## src/rtl/proc_pkg.sv

```systemverilog
// Shared encodings for the processor datapath: bus-source, ALU and branch codes plus opcodes.
package proc_pkg;

  localparam logic [3:0] SEL_IMM = 4'b0000;
  localparam logic [3:0] SEL_DIN = 4'b0111;
  localparam logic [3:0] SEL_PC  = 4'b1000;
  localparam logic [3:0] SEL_G   = 4'b1001;
  localparam logic [3:0] SEL_RX  = 4'b1011;
  localparam logic [3:0] SEL_RY  = 4'b1100;

  localparam logic [2:0] ALU_ADD = 3'b000;
  localparam logic [2:0] ALU_SUB = 3'b001;
  localparam logic [2:0] ALU_AND = 3'b010;
  localparam logic [2:0] ALU_SLL = 3'b011;
  localparam logic [2:0] ALU_SRL = 3'b100;

  localparam logic [1:0] BOP_ALWAYS = 2'b00;
  localparam logic [1:0] BOP_EQ     = 2'b01;
  localparam logic [1:0] BOP_NE     = 2'b10;
  localparam logic [1:0] BOP_NEVER  = 2'b11;

  localparam logic [3:0] OP_MV  = 4'b0000;
  localparam logic [3:0] OP_MVT = 4'b0001;
  localparam logic [3:0] OP_ADD = 4'b0010;
  localparam logic [3:0] OP_SUB = 4'b0011;
  localparam logic [3:0] OP_LD  = 4'b0100;
  localparam logic [3:0] OP_ST  = 4'b0101;
  localparam logic [3:0] OP_AND = 4'b0110;
  localparam logic [3:0] OP_B   = 4'b0111;
  localparam logic [3:0] OP_LDO = 4'b1000;
  localparam logic [3:0] OP_STO = 4'b1001;

  // Branch and offset load/store carry a signed immediate; everything else is unsigned.
  function automatic logic imm_signed(input logic [3:0] op);
    return (op == OP_B) || (op == OP_LDO) || (op == OP_STO);
  endfunction

endpackage

```

## src/rtl/proc_if.sv

```systemverilog
// Control/status and memory-side signals between the control FSM and the datapath.
interface proc_if #(parameter int DW = 16);
  logic [DW-1:0] din;
  logic          ir_in;
  logic          r0_in, r1_in, r2_in, r3_in, r4_in, r5_in, r6_in, r7_in;
  logic          pc_in, pc_inc;
  logic [3:0]    select;
  logic          mvt, a_in, g_in;
  logic [2:0]    ula;
  logic [1:0]    bope;
  logic          addr_in, dout_in, wren;
  logic [DW-1:0] ir;
  logic          btrue;
  logic [DW-1:0] addr, dout;
  logic          w;
  logic [DW-1:0] bus;

  modport master (
    output din, ir_in, r0_in, r1_in, r2_in, r3_in, r4_in, r5_in, r6_in, r7_in,
           pc_in, pc_inc, select, mvt, a_in, g_in, ula, bope, addr_in, dout_in, wren,
    input  ir, btrue, addr, dout, w, bus
  );

  modport slave (
    input  din, ir_in, r0_in, r1_in, r2_in, r3_in, r4_in, r5_in, r6_in, r7_in,
           pc_in, pc_inc, select, mvt, a_in, g_in, ula, bope, addr_in, dout_in, wren,
    output ir, btrue, addr, dout, w, bus
  );
endinterface

```

## src/rtl/proc_alu.sv

```systemverilog
// Combinational ALU: result = a op b, with zero and negative indications of the result.
module proc_alu
  import proc_pkg::*;
#(
  parameter int DW = 16
) (
  input  logic [DW-1:0] a,
  input  logic [DW-1:0] b,
  input  logic [2:0]    op,
  output logic [DW-1:0] result,
  output logic          zero,
  output logic          neg
);

  always_comb begin
    result = '0;
    case (op)
      ALU_ADD: result = a + b;
      ALU_SUB: result = a - b;
      ALU_AND: result = a & b;
      ALU_SLL: result = a << b[3:0];
      ALU_SRL: result = a >> b[3:0];
      default: result = '0;
    endcase
  end

  assign zero = (result == '0);
  assign neg  = result[DW-1];

endmodule

```

## src/rtl/proc_datapath.sv

```systemverilog
// Processor datapath: register file with PC, IR/A/G/ADDR/DOUT, shared bus mux, ALU and Z/N flags.
module proc_datapath
  import proc_pkg::*;
#(
  parameter int DW    = 16,
  parameter int IMM_W = 9
) (
  input  logic  clock,
  input  logic  resetn,
  proc_if.slave dp
);

  logic [DW-1:0] rf [8];  // rf[7] is the PC
  logic [DW-1:0] ir_q, a_q, g_q, addr_q, dout_q;
  logic          z_q, n_q;
  logic [DW-1:0] bus, alu_res;
  logic          alu_z, alu_n;
  logic [6:0]    r_ld;
  logic          pc_ld;

  logic signed [IMM_W-1:0] imm_s;
  logic signed [DW-1:0]    imm_sx;
  logic        [DW-1:0]    imm_zx;

  assign r_ld  = {dp.r6_in, dp.r5_in, dp.r4_in, dp.r3_in, dp.r2_in, dp.r1_in, dp.r0_in};
  assign pc_ld = dp.pc_in | dp.r7_in;

  assign imm_s  = $signed(ir_q[IMM_W-1:0]);
  assign imm_sx = DW'(imm_s);
  assign imm_zx = {{(DW-IMM_W){1'b0}}, ir_q[IMM_W-1:0]};

  always_comb begin
    bus = '0;
    case (dp.select)
      SEL_IMM: begin
        if (dp.mvt)                           bus = {ir_q[7:0], {(DW-8){1'b0}}};
        else if (imm_signed(ir_q[DW-1 -: 4])) bus = $unsigned(imm_sx);
        else                                  bus = imm_zx;
      end
      SEL_DIN: bus = dp.din;
      SEL_PC:  bus = rf[7];
      SEL_G:   bus = g_q;
      SEL_RX:  bus = rf[ir_q[10:8]];
      SEL_RY:  bus = rf[ir_q[2:0]];
      default: bus = '0;
    endcase
  end

  proc_alu #(.DW(DW)) u_alu (
    .a      (a_q),
    .b      (bus),
    .op     (dp.ula),
    .result (alu_res),
    .zero   (alu_z),
    .neg    (alu_n)
  );

  // All loads sample the pre-edge bus, so reading and writing one register in a cycle is safe.
  always_ff @(posedge clock or posedge resetn) begin
    if (resetn) begin
      for (int i = 0; i < 8; i++) rf[i] <= '0;
      ir_q   <= '0;
      a_q    <= '0;
      g_q    <= '0;
      addr_q <= '0;
      dout_q <= '0;
      z_q    <= 1'b0;
      n_q    <= 1'b0;
    end else begin
      for (int i = 0; i < 7; i++) begin
        if (r_ld[i]) rf[i] <= bus;
      end
      if (pc_ld)            rf[7] <= bus;
      else if (dp.pc_inc)   rf[7] <= rf[7] + DW'(1);
      if (dp.ir_in)   ir_q   <= dp.din;
      if (dp.a_in)    a_q    <= bus;
      if (dp.addr_in) addr_q <= bus;
      if (dp.dout_in) dout_q <= bus;
      if (dp.g_in) begin
        g_q <= alu_res;
        z_q <= alu_z;
        n_q <= alu_n;
      end
    end
  end

  always_comb begin
    dp.btrue = 1'b0;
    case (dp.bope)
      BOP_ALWAYS: dp.btrue = 1'b1;
      BOP_EQ:     dp.btrue = z_q;
      BOP_NE:     dp.btrue = ~z_q;
      default:    dp.btrue = 1'b0;
    endcase
  end

  assign dp.ir   = ir_q;
  assign dp.addr = addr_q;
  assign dp.dout = dout_q;
  assign dp.w    = dp.wren;
  assign dp.bus  = bus;

endmodule

```

## src/flat_wrapper.sv

```systemverilog
// flat-port wrapper written by rule: the top's interface ports become plain ports
module proc_datapath_flat import proc_pkg::*;
#(
  parameter int DW    = 16,
  parameter int IMM_W = 9
)
  (clock, resetn, dp_din, dp_ir_in, dp_r0_in, dp_r1_in, dp_r2_in, dp_r3_in, dp_r4_in, dp_r5_in, dp_r6_in, dp_r7_in, dp_pc_in, dp_pc_inc, dp_select, dp_mvt, dp_a_in, dp_g_in, dp_ula, dp_bope, dp_addr_in, dp_dout_in, dp_wren, dp_ir, dp_btrue, dp_addr, dp_dout, dp_w, dp_bus);
  proc_if #(.DW(DW)) dp_i ();
  input  logic clock;
  input  logic resetn;
  input wire logic [$bits(dp_i.din)-1:0] dp_din;
  input wire logic [$bits(dp_i.ir_in)-1:0] dp_ir_in;
  input wire logic [$bits(dp_i.r0_in)-1:0] dp_r0_in;
  input wire logic [$bits(dp_i.r1_in)-1:0] dp_r1_in;
  input wire logic [$bits(dp_i.r2_in)-1:0] dp_r2_in;
  input wire logic [$bits(dp_i.r3_in)-1:0] dp_r3_in;
  input wire logic [$bits(dp_i.r4_in)-1:0] dp_r4_in;
  input wire logic [$bits(dp_i.r5_in)-1:0] dp_r5_in;
  input wire logic [$bits(dp_i.r6_in)-1:0] dp_r6_in;
  input wire logic [$bits(dp_i.r7_in)-1:0] dp_r7_in;
  input wire logic [$bits(dp_i.pc_in)-1:0] dp_pc_in;
  input wire logic [$bits(dp_i.pc_inc)-1:0] dp_pc_inc;
  input wire logic [$bits(dp_i.select)-1:0] dp_select;
  input wire logic [$bits(dp_i.mvt)-1:0] dp_mvt;
  input wire logic [$bits(dp_i.a_in)-1:0] dp_a_in;
  input wire logic [$bits(dp_i.g_in)-1:0] dp_g_in;
  input wire logic [$bits(dp_i.ula)-1:0] dp_ula;
  input wire logic [$bits(dp_i.bope)-1:0] dp_bope;
  input wire logic [$bits(dp_i.addr_in)-1:0] dp_addr_in;
  input wire logic [$bits(dp_i.dout_in)-1:0] dp_dout_in;
  input wire logic [$bits(dp_i.wren)-1:0] dp_wren;
  output wire logic [$bits(dp_i.ir)-1:0] dp_ir;
  output wire logic [$bits(dp_i.btrue)-1:0] dp_btrue;
  output wire logic [$bits(dp_i.addr)-1:0] dp_addr;
  output wire logic [$bits(dp_i.dout)-1:0] dp_dout;
  output wire logic [$bits(dp_i.w)-1:0] dp_w;
  output wire logic [$bits(dp_i.bus)-1:0] dp_bus;
  assign dp_i.din = dp_din;
  assign dp_i.ir_in = dp_ir_in;
  assign dp_i.r0_in = dp_r0_in;
  assign dp_i.r1_in = dp_r1_in;
  assign dp_i.r2_in = dp_r2_in;
  assign dp_i.r3_in = dp_r3_in;
  assign dp_i.r4_in = dp_r4_in;
  assign dp_i.r5_in = dp_r5_in;
  assign dp_i.r6_in = dp_r6_in;
  assign dp_i.r7_in = dp_r7_in;
  assign dp_i.pc_in = dp_pc_in;
  assign dp_i.pc_inc = dp_pc_inc;
  assign dp_i.select = dp_select;
  assign dp_i.mvt = dp_mvt;
  assign dp_i.a_in = dp_a_in;
  assign dp_i.g_in = dp_g_in;
  assign dp_i.ula = dp_ula;
  assign dp_i.bope = dp_bope;
  assign dp_i.addr_in = dp_addr_in;
  assign dp_i.dout_in = dp_dout_in;
  assign dp_i.wren = dp_wren;
  assign dp_ir = dp_i.ir;
  assign dp_btrue = dp_i.btrue;
  assign dp_addr = dp_i.addr;
  assign dp_dout = dp_i.dout;
  assign dp_w = dp_i.w;
  assign dp_bus = dp_i.bus;
  proc_datapath #(.DW(DW), .IMM_W(IMM_W)) u_core (.clock(clock), .resetn(resetn), .dp(dp_i));
endmodule
```

## config.mk

```make
export PLATFORM = sky130hd
export DESIGN_NAME = proc_datapath_flat
export DESIGN_NICKNAME = d
export VERILOG_FILES = /design/src/rtl/proc_pkg.sv /design/src/rtl/proc_if.sv /design/src/rtl/proc_alu.sv /design/src/rtl/proc_datapath.sv /design/src/flat_wrapper.sv
export SDC_FILE = /design/constraint.sdc
export NUM_CORES = 1
export LEC_CHECK = 0
export BUFFER_PORTS_ARGS = -buffer_cell sky130_fd_sc_hd__buf_2
export CORE_MARGIN = 2
export CORE_UTILIZATION = 45
export CTS_BUF_LIST = sky130_fd_sc_hd__clkbuf_8
export CTS_CLUSTER_SIZE = 10
export DETAILED_ROUTE_END_ITERATION = 8
export GPL_ROUTABILITY_DRIVEN = 1
export GPL_TIMING_DRIVEN = 0
export PLACE_DENSITY = 0.62
export SLEW_MARGIN = 20
export SYNTH_ARGS = -nofsm -noshare
export SYNTH_HDL_FRONTEND = slang
export SYNTH_SLANG_ARGS = --single-unit
```

## constraint.sdc

```tcl
create_clock -name clock -period 7.95 [get_ports clock]
set_clock_uncertainty 0.15 [all_clocks]
set_input_delay 1.1925 -clock clock [delete_from_list [all_inputs] [get_ports clock]]
set_output_delay 1.1925 -clock clock [all_outputs]
set_load 0.02 [all_outputs]
```

; Word-level counts from Yosys, hierarchy flattened
; Cells that the tools add are included.
[word_totals]
in_bits = 44
register_bits = 209
wordCells = 60
out_inout_bits = 66
[classes]
bitwise = 5
n_reduce_logical = 7
n_eq_ne = 14
mux = 13
n_addsub = 3
n_lt_le_gt_ge = 2
shift = 2
[ops]
columns = cell, count
row1 = 16-bit two-way mux, 8
row2 = 16-bit binary-select mux with 3-bit select, 2
row3 = 16-bit one-hot mux with 6 select lines, 1
row4 = 16-bit one-hot mux with 5 select lines, 1
row5 = "4-bit equality test, second input constant", 6
row6 = "16-bit by 1-bit adder with 16-bit output, second input constant", 1
row7 = 16-bit adder, 1
row8 = 16-bit bitwise AND, 1
row9 = 16-bit zero test, 1
row10 = 16-bit by 4-bit << shifter with 16-bit output, 1
row11 = 16-bit by 4-bit right shift with 16-bit output, 1
row12 = 16-bit subtractor, 1
row13 = "4-bit by 3-bit equality test with 1-bit output, second input constant", 2
row14 = "4-bit >= comparator, second input constant", 2
row15 = 3-bit NOT with 4-bit output, 2
row16 = "3-bit by 2-bit equality test with 1-bit output, second input constant", 2
row17 = 4-bit zero test, 1
row18 = "3-bit by 1-bit equality test with 1-bit output, second input constant", 1
row19 = "3-bit equality test, second input constant", 1
row20 = 3-bit zero test, 1
row21 = 1-bit one-hot mux with 3 select lines, 1
row22 = "2-bit by 1-bit equality test with 1-bit output, second input constant", 1
row23 = "2-bit equality test, second input constant", 1
row24 = 2-bit zero test, 1
row25 = other kinds (4), 5

; Longest topological paths before layout
[depth]
depth_word = 9
mapped_depth = 26
mapped_depth_nobuf = 20

; Modules after synthesis
; A second synthesis with hierarchy kept.
[hier_totals]
hier_cells = 1372
hier_area_um2 = 13435.4
[by_module_without_submodules]
columns = module, seq_area_each_um2, cells_each, instances, area_each_um2
row1 = proc_datapath, 5230.0, 982, 1, 10602.7
row2 = proc_alu, 0.0, 390, 1, 2832.7

; Worst setup path before layout
; Ideal clock, no wire load.
[synth_timing]
kind = input port to flip-flop
startpoint = input dp_select[3]
endpoint = register u_core.g_q[14]
t_arrival_ns = 6.171
stages = 24
required_time_ns = 7.675
setup_time_ns = 0.125
path_buffers = 6
slack_ns = 1.504
path_cell_list = buf_2 -> and4b_1 -> clkbuf_1 -> a221oi_1 -> and3_1 -> buf_6 -> clkbuf_1 -> clkbuf_1 -> clkbuf_1 -> ha_1 -> a41oi_1 -> xnor2_1 -> ha_1 -> or3_1 -> a311oi_1 -> o21ai_0 -> a21o_1 -> a21o_1 -> a21o_1 -> a21oi_1 -> xor2_1 -> nor2_1 -> a311o_1 -> mux2_2
[synth_via]
elab_chain_len = 4
elab_cells_between_ends = 13
cone_classes = add/sub (2) / eq/ne (5) / shift (2) / mux (2) / bitwise (1) / reduce/logical (1)
[synth_rtl]
columns = element, line_no
row1 = start: declaration, flat_wrapper.sv:23  ; input wire logic [$bits(dp_i.select)-1:0] dp_select;
row2 = "4-bit equality test, or another cell as far along", proc_datapath.sv:34  ; case (dp.select)
row3 = 16-bit one-hot mux with 6 select lines (*), proc_datapath.sv:34
row4 = "16-bit subtractor, or another cell as far along", proc_alu.sv:19  ; ALU_SUB: result = a - b;
row5 = 16-bit one-hot mux with 5 select lines (*), proc_alu.sv:17  ; case (op)
row6 = end signal: assignment, proc_datapath.sv:80  ; g_q <= alu_res;
row7 = end: declaration, proc_datapath.sv:14  ; logic [DW-1:0] ir_q, a_q, g_q, addr_q, dout_q;
; Every way passes the cells marked *; elsewhere a longest branch is shown, timed or not.
; A chain may end at the register's enable or synchronous reset.

; Worst setup path in the final report
[layout_timing]
startpoint = register u_core.ir_q[1] (netlist: u_core.dp.ir[1])
endpoint = register u_core.z_q
[layout_via]
elab_chain_len = 8
elab_cells_between_ends = 14
cone_classes = add/sub (2) / shift (2) / mux (7) / bitwise (2) / reduce/logical (1)
[layout_rtl]
columns = element, line_no
row1 = start: declaration, proc_datapath.sv:14
row2 = start signal: assignment, proc_datapath.sv:75  ; if (dp.ir_in) ir_q <= dp.din;
row3 = 3-bit NOT with 4-bit output (implied by the code), proc_datapath.sv:44  ; SEL_RY: bus = rf[ir_q[2:0]];
row4 = 16-bit binary-select mux with 3-bit select, proc_datapath.sv:44
row5 = 16-bit two-way mux (implied by the code) (2 in series), proc_datapath.sv:44
row6 = 16-bit one-hot mux with 6 select lines (*), proc_datapath.sv:34
row7 = "16-bit subtractor, or another cell as far along", proc_alu.sv:19
row8 = 16-bit one-hot mux with 5 select lines (*), proc_alu.sv:17
row9 = 16-bit zero test (*), proc_alu.sv:27  ; assign zero = (result == '0);
row10 = end signal: assignment, proc_datapath.sv:81  ; z_q <= alu_z;
row11 = end: declaration, proc_datapath.sv:15  ; logic z_q, n_q;
; Every way passes the cells marked *; elsewhere a longest branch is shown, timed or not. The select of a mux whose other input is x is not followed.

==> flow_metrics.env <==
export IMPL_start_util_pct=45.6
export IMPL_min_period_ns=7.52
export IMPL_cts_buffers=38
export IMPL_routed_wl_um=52500
export IMPL_yosysMostFrequentCell="nor2_1"
export IMPL_synth_cell_types=82
export IMPL_arrival_ns=7.81
export IMPL_grt_antenna_before_repair=1
export IMPL_finalSetupViolCount=0
export IMPL_die_w_um=174
export IMPL_peakVddDrop_mv=0.144
export IMPL_layout_cells_non_filler=1910
export IMPL_num_rows=62
export IMPL_fin_nets=1563
export IMPL_hp_class="register to register"
export IMPL_slowest_delay_ns=0.59
export IMPL_cts_root_buf="clkbuf_8"
export IMPL_yosysTopAreaCell="dfrtp_1"
export IMPL_rr_worst_depth=24
export IMPL_post_cts_buffers=0
export IMPL_io_buffers=105
export IMPL_syn_nets=1418
export IMPL_core_region_area_um2=28600
export IMPL_yosys_warnings=0
export IMPL_place_ws_ns=-0.507
export IMPL_max_clock_freq_mhz=133
export IMPL_netlist_instances=1353
export IMPL_cp_required_ns=8.24
export IMPL_synth_async_reset_ratio_pct=100
export IMPL_dp_cells=1844
export IMPL_grt_pass1_wl_um=76900
export IMPL_synth_seq_cells=209
export IMPL_synth_ff_type="dfrtp_1"
export IMPL_yosys_area_top_type_share_pct=40.1
export IMPL_holdPathStages=2
export IMPL_placed_cell_area_um2=14100
export IMPL_grt_max_degree=100
export IMPL_postCtsHoldBufs=0
export IMPL_pin_count=110
export IMPL_cts_tree="done"
export IMPL_setup_worst_path_start_class="register"
export IMPL_path_common_cell="buf_2"
export IMPL_rsz0062_at_grt="false"
export IMPL_yosys_top_cells_area="dfrtp_1 40%, mux4_2 10%, a21oi_1 8.4%, nor2_1 6.6%, mux2i_1 5.4%"
export IMPL_worstPathCellList="buf_2 -> buf_6 -> buf_4 -> buf_2 -> mux2i_1 -> nor2_1 -> nor2_2 -> buf_2 -> buf_2 -> buf_2 -> ha_1 -> o21ai_0 -> ha_1 -> nor2b_1 -> o21ai_0 -> a21oi_1 -> o31ai_1 -> o21ai_0 -> xor2_1 -> nand2_1 -> nand4_1 -> a2111oi_0 -> nand4_1 -> o41ai_2"
export IMPL_status="finished clean"
export IMPL_crit_slowest_cell="buf_2"
export IMPL_power_density_nw_per_um2=248
export IMPL_vias=12200
export IMPL_diodes=0
export IMPL_syn_avg_cell_area_um2=9.64
export IMPL_clkSinkCount=209
export IMPL_cts_buffer_depth=3
export IMPL_crit_buf_inv=7
export IMPL_dieArea_um2=30400
export IMPL_total_power_mw=3.69
export IMPL_post_drt_wl_per_cell_um=27.5
export IMPL_max_cap_violations=0
export IMPL_grt_pass1_vias=11600
export IMPL_viasPerCell=6.37
export IMPL_drt_initial_drc_count=1421
export IMPL_postLayoutCoreUtil_pct=52.0
export IMPL_p_leak_nw=6.59
export IMPL_final_cell_area_um2=14900
export IMPL_synthTopCellsByCount="231 x nor2_1, 220 x a21oi_1, 209 x dfrtp_1"
export IMPL_netlist_area_um2=13000
export IMPL_overflow=0
export IMPL_critical_path_top_delay_family="compound AO/OA/AOI/OAI gates"
export IMPL_area_delta_synth_final_pct=14.2
export IMPL_hpwl_um=38900
export IMPL_path_class="register to register"
export IMPL_hold_viol=0
export IMPL_worst_slack_ns=0.433
export IMPL_worstMarginPinSlew_ns=1.18
export IMPL_synth_edf_count=0
export IMPL_grt_usage_pct=34.4
export IMPL_ant_nets=0
export IMPL_drc=0
export IMPL_dr_pass1_iters=6
export IMPL_yosysSeqAreaShare_pct=40.1
export IMPL_path_clk_slew_ns=0.06
export IMPL_slew_viol_final=0
export IMPL_slew_headroom_pct=21.1
export IMPL_path_depth=24
export IMPL_crit_path_end_kind="register"
export IMPL_fin_crit_sh_pct=94.6
export IMPL_clk_latency_ns=0.57
export IMPL_gp_congestion=1.02
export IMPL_drive_gt1_share_pct=20.4
export IMPL_cp_max_fo=20
export IMPL_die_y_um=174
export IMPL_htreeDepth=2
placed cells by master (no fill, tap or decap), types with 11 or more instances in the layout:
cell type and instances:
xnor2_1 32, a21oi_1 220, nand3_1 23, nor2_1 231, mux2i_1 70, nand2_1 73
mux2_2 32, buf_2 124, and3_1 11, clkbuf_1 78, xor2_1 11, a22oi_1 13
o21ai_0 23, ha_1 20, nand4_1 12, dfrtp_1 209, clkbuf_8 48, mux4_2 60
inv_1 33
routing by layer:
metal / share of wire [%] / vias to the layer above / GRT usage (%)
met2: 46 / 669 / 54.3
met5: 0 / - / 0
met1: 40 / 6128 / 46.8
met4: 5.2 / 0 / 16.1
li1: - / 5236 / -
met3: 8.2 / 140 / 5.38
layout make-up:
type,instances,area [um2]
Sequential cell,209,5230
Tap cell,384,480
Clock inverter,20,116
Multi-Input combinational cell,1001,7190
Buffer,116,532
Fill cell,2688,13700
Inverter,25,104
Timing Repair Buffer,107,581
Clock buffer,48,661
flip-flops by register name, indices dropped and copies added, names as in the netlist:
signal,flops
u_core.a_q,16
u_core.dp.addr,16
u_core.dp.dout,16
u_core.dp.ir,16
u_core.g_q,16
u_core.rf,128
u_core.z_q,1
where the power goes:
part,switching (mW),total [mW],internal (mW),leakage [nW]
clock network,0.479,1.03,0.552,0.444
registers,0.153,1.36,1.21,2.56
logic,0.787,1.30,0.511,3.58
total,1.42,3.69,2.27,6.59
final timing paths:
path | to | slack (ns) | startpoint
setup / recovery | u_core.z_q | 0.43 | u_core.dp.ir[1]
hold / removal | u_core.dp.addr[12] | 0.37 | u_core.dp.addr[12]
max in group asynchronous | u_core.rf[34] | 6.26 | resetn
setup reg to reg | u_core.z_q | 0.43 | u_core.dp.ir[1]
min in group asynchronous | u_core.dp.dout[10] | 0.48 | resetn
hold reg to reg | u_core.dp.addr[12] | 0.37 | u_core.dp.addr[12]
worst register-to-register path: cells and delay by family, from the launching register on:
kind            cells  cell delay [ns]
compound gates      7             2.44
buf+inv             7             2.42
simple gates        6             0.87
fa+ha+maj           2             0.69
flops               1             0.43
mux                 1             0.23
xor+xnor            1             0.18
through the flow:
step / hold slack [ns] / TNS, ns
after detailed placement: 0.356 / -1.08
after floorplan: 0.314 / 0
after global routing: 0.394 / 0
after global placement: 0.339 / -337.06
final: 0.372 / 0
after CTS: 0.376 / 0
cells by family after synthesis:
family                     synth area share (%)
and+or+nand+nor                            14.0
muxes                                      18.6
adders and majority gates                  2.07
AOI/OAI and AO/OA                          17.4
DFF                                        40.1
xor gates and xnor gates                   2.89
buffers and inverters                      4.86
repair_timing:
| action | 4_1_cts | 5_1_grt |
|---|---|---|
| endpoints found under the setup margin | 0 | 3 |
| hold endpoints to repair | 0 | 0 |
| gates resized for setup | 0 | 2 |
Note: power is estimated with default switching activity, not from simulation.
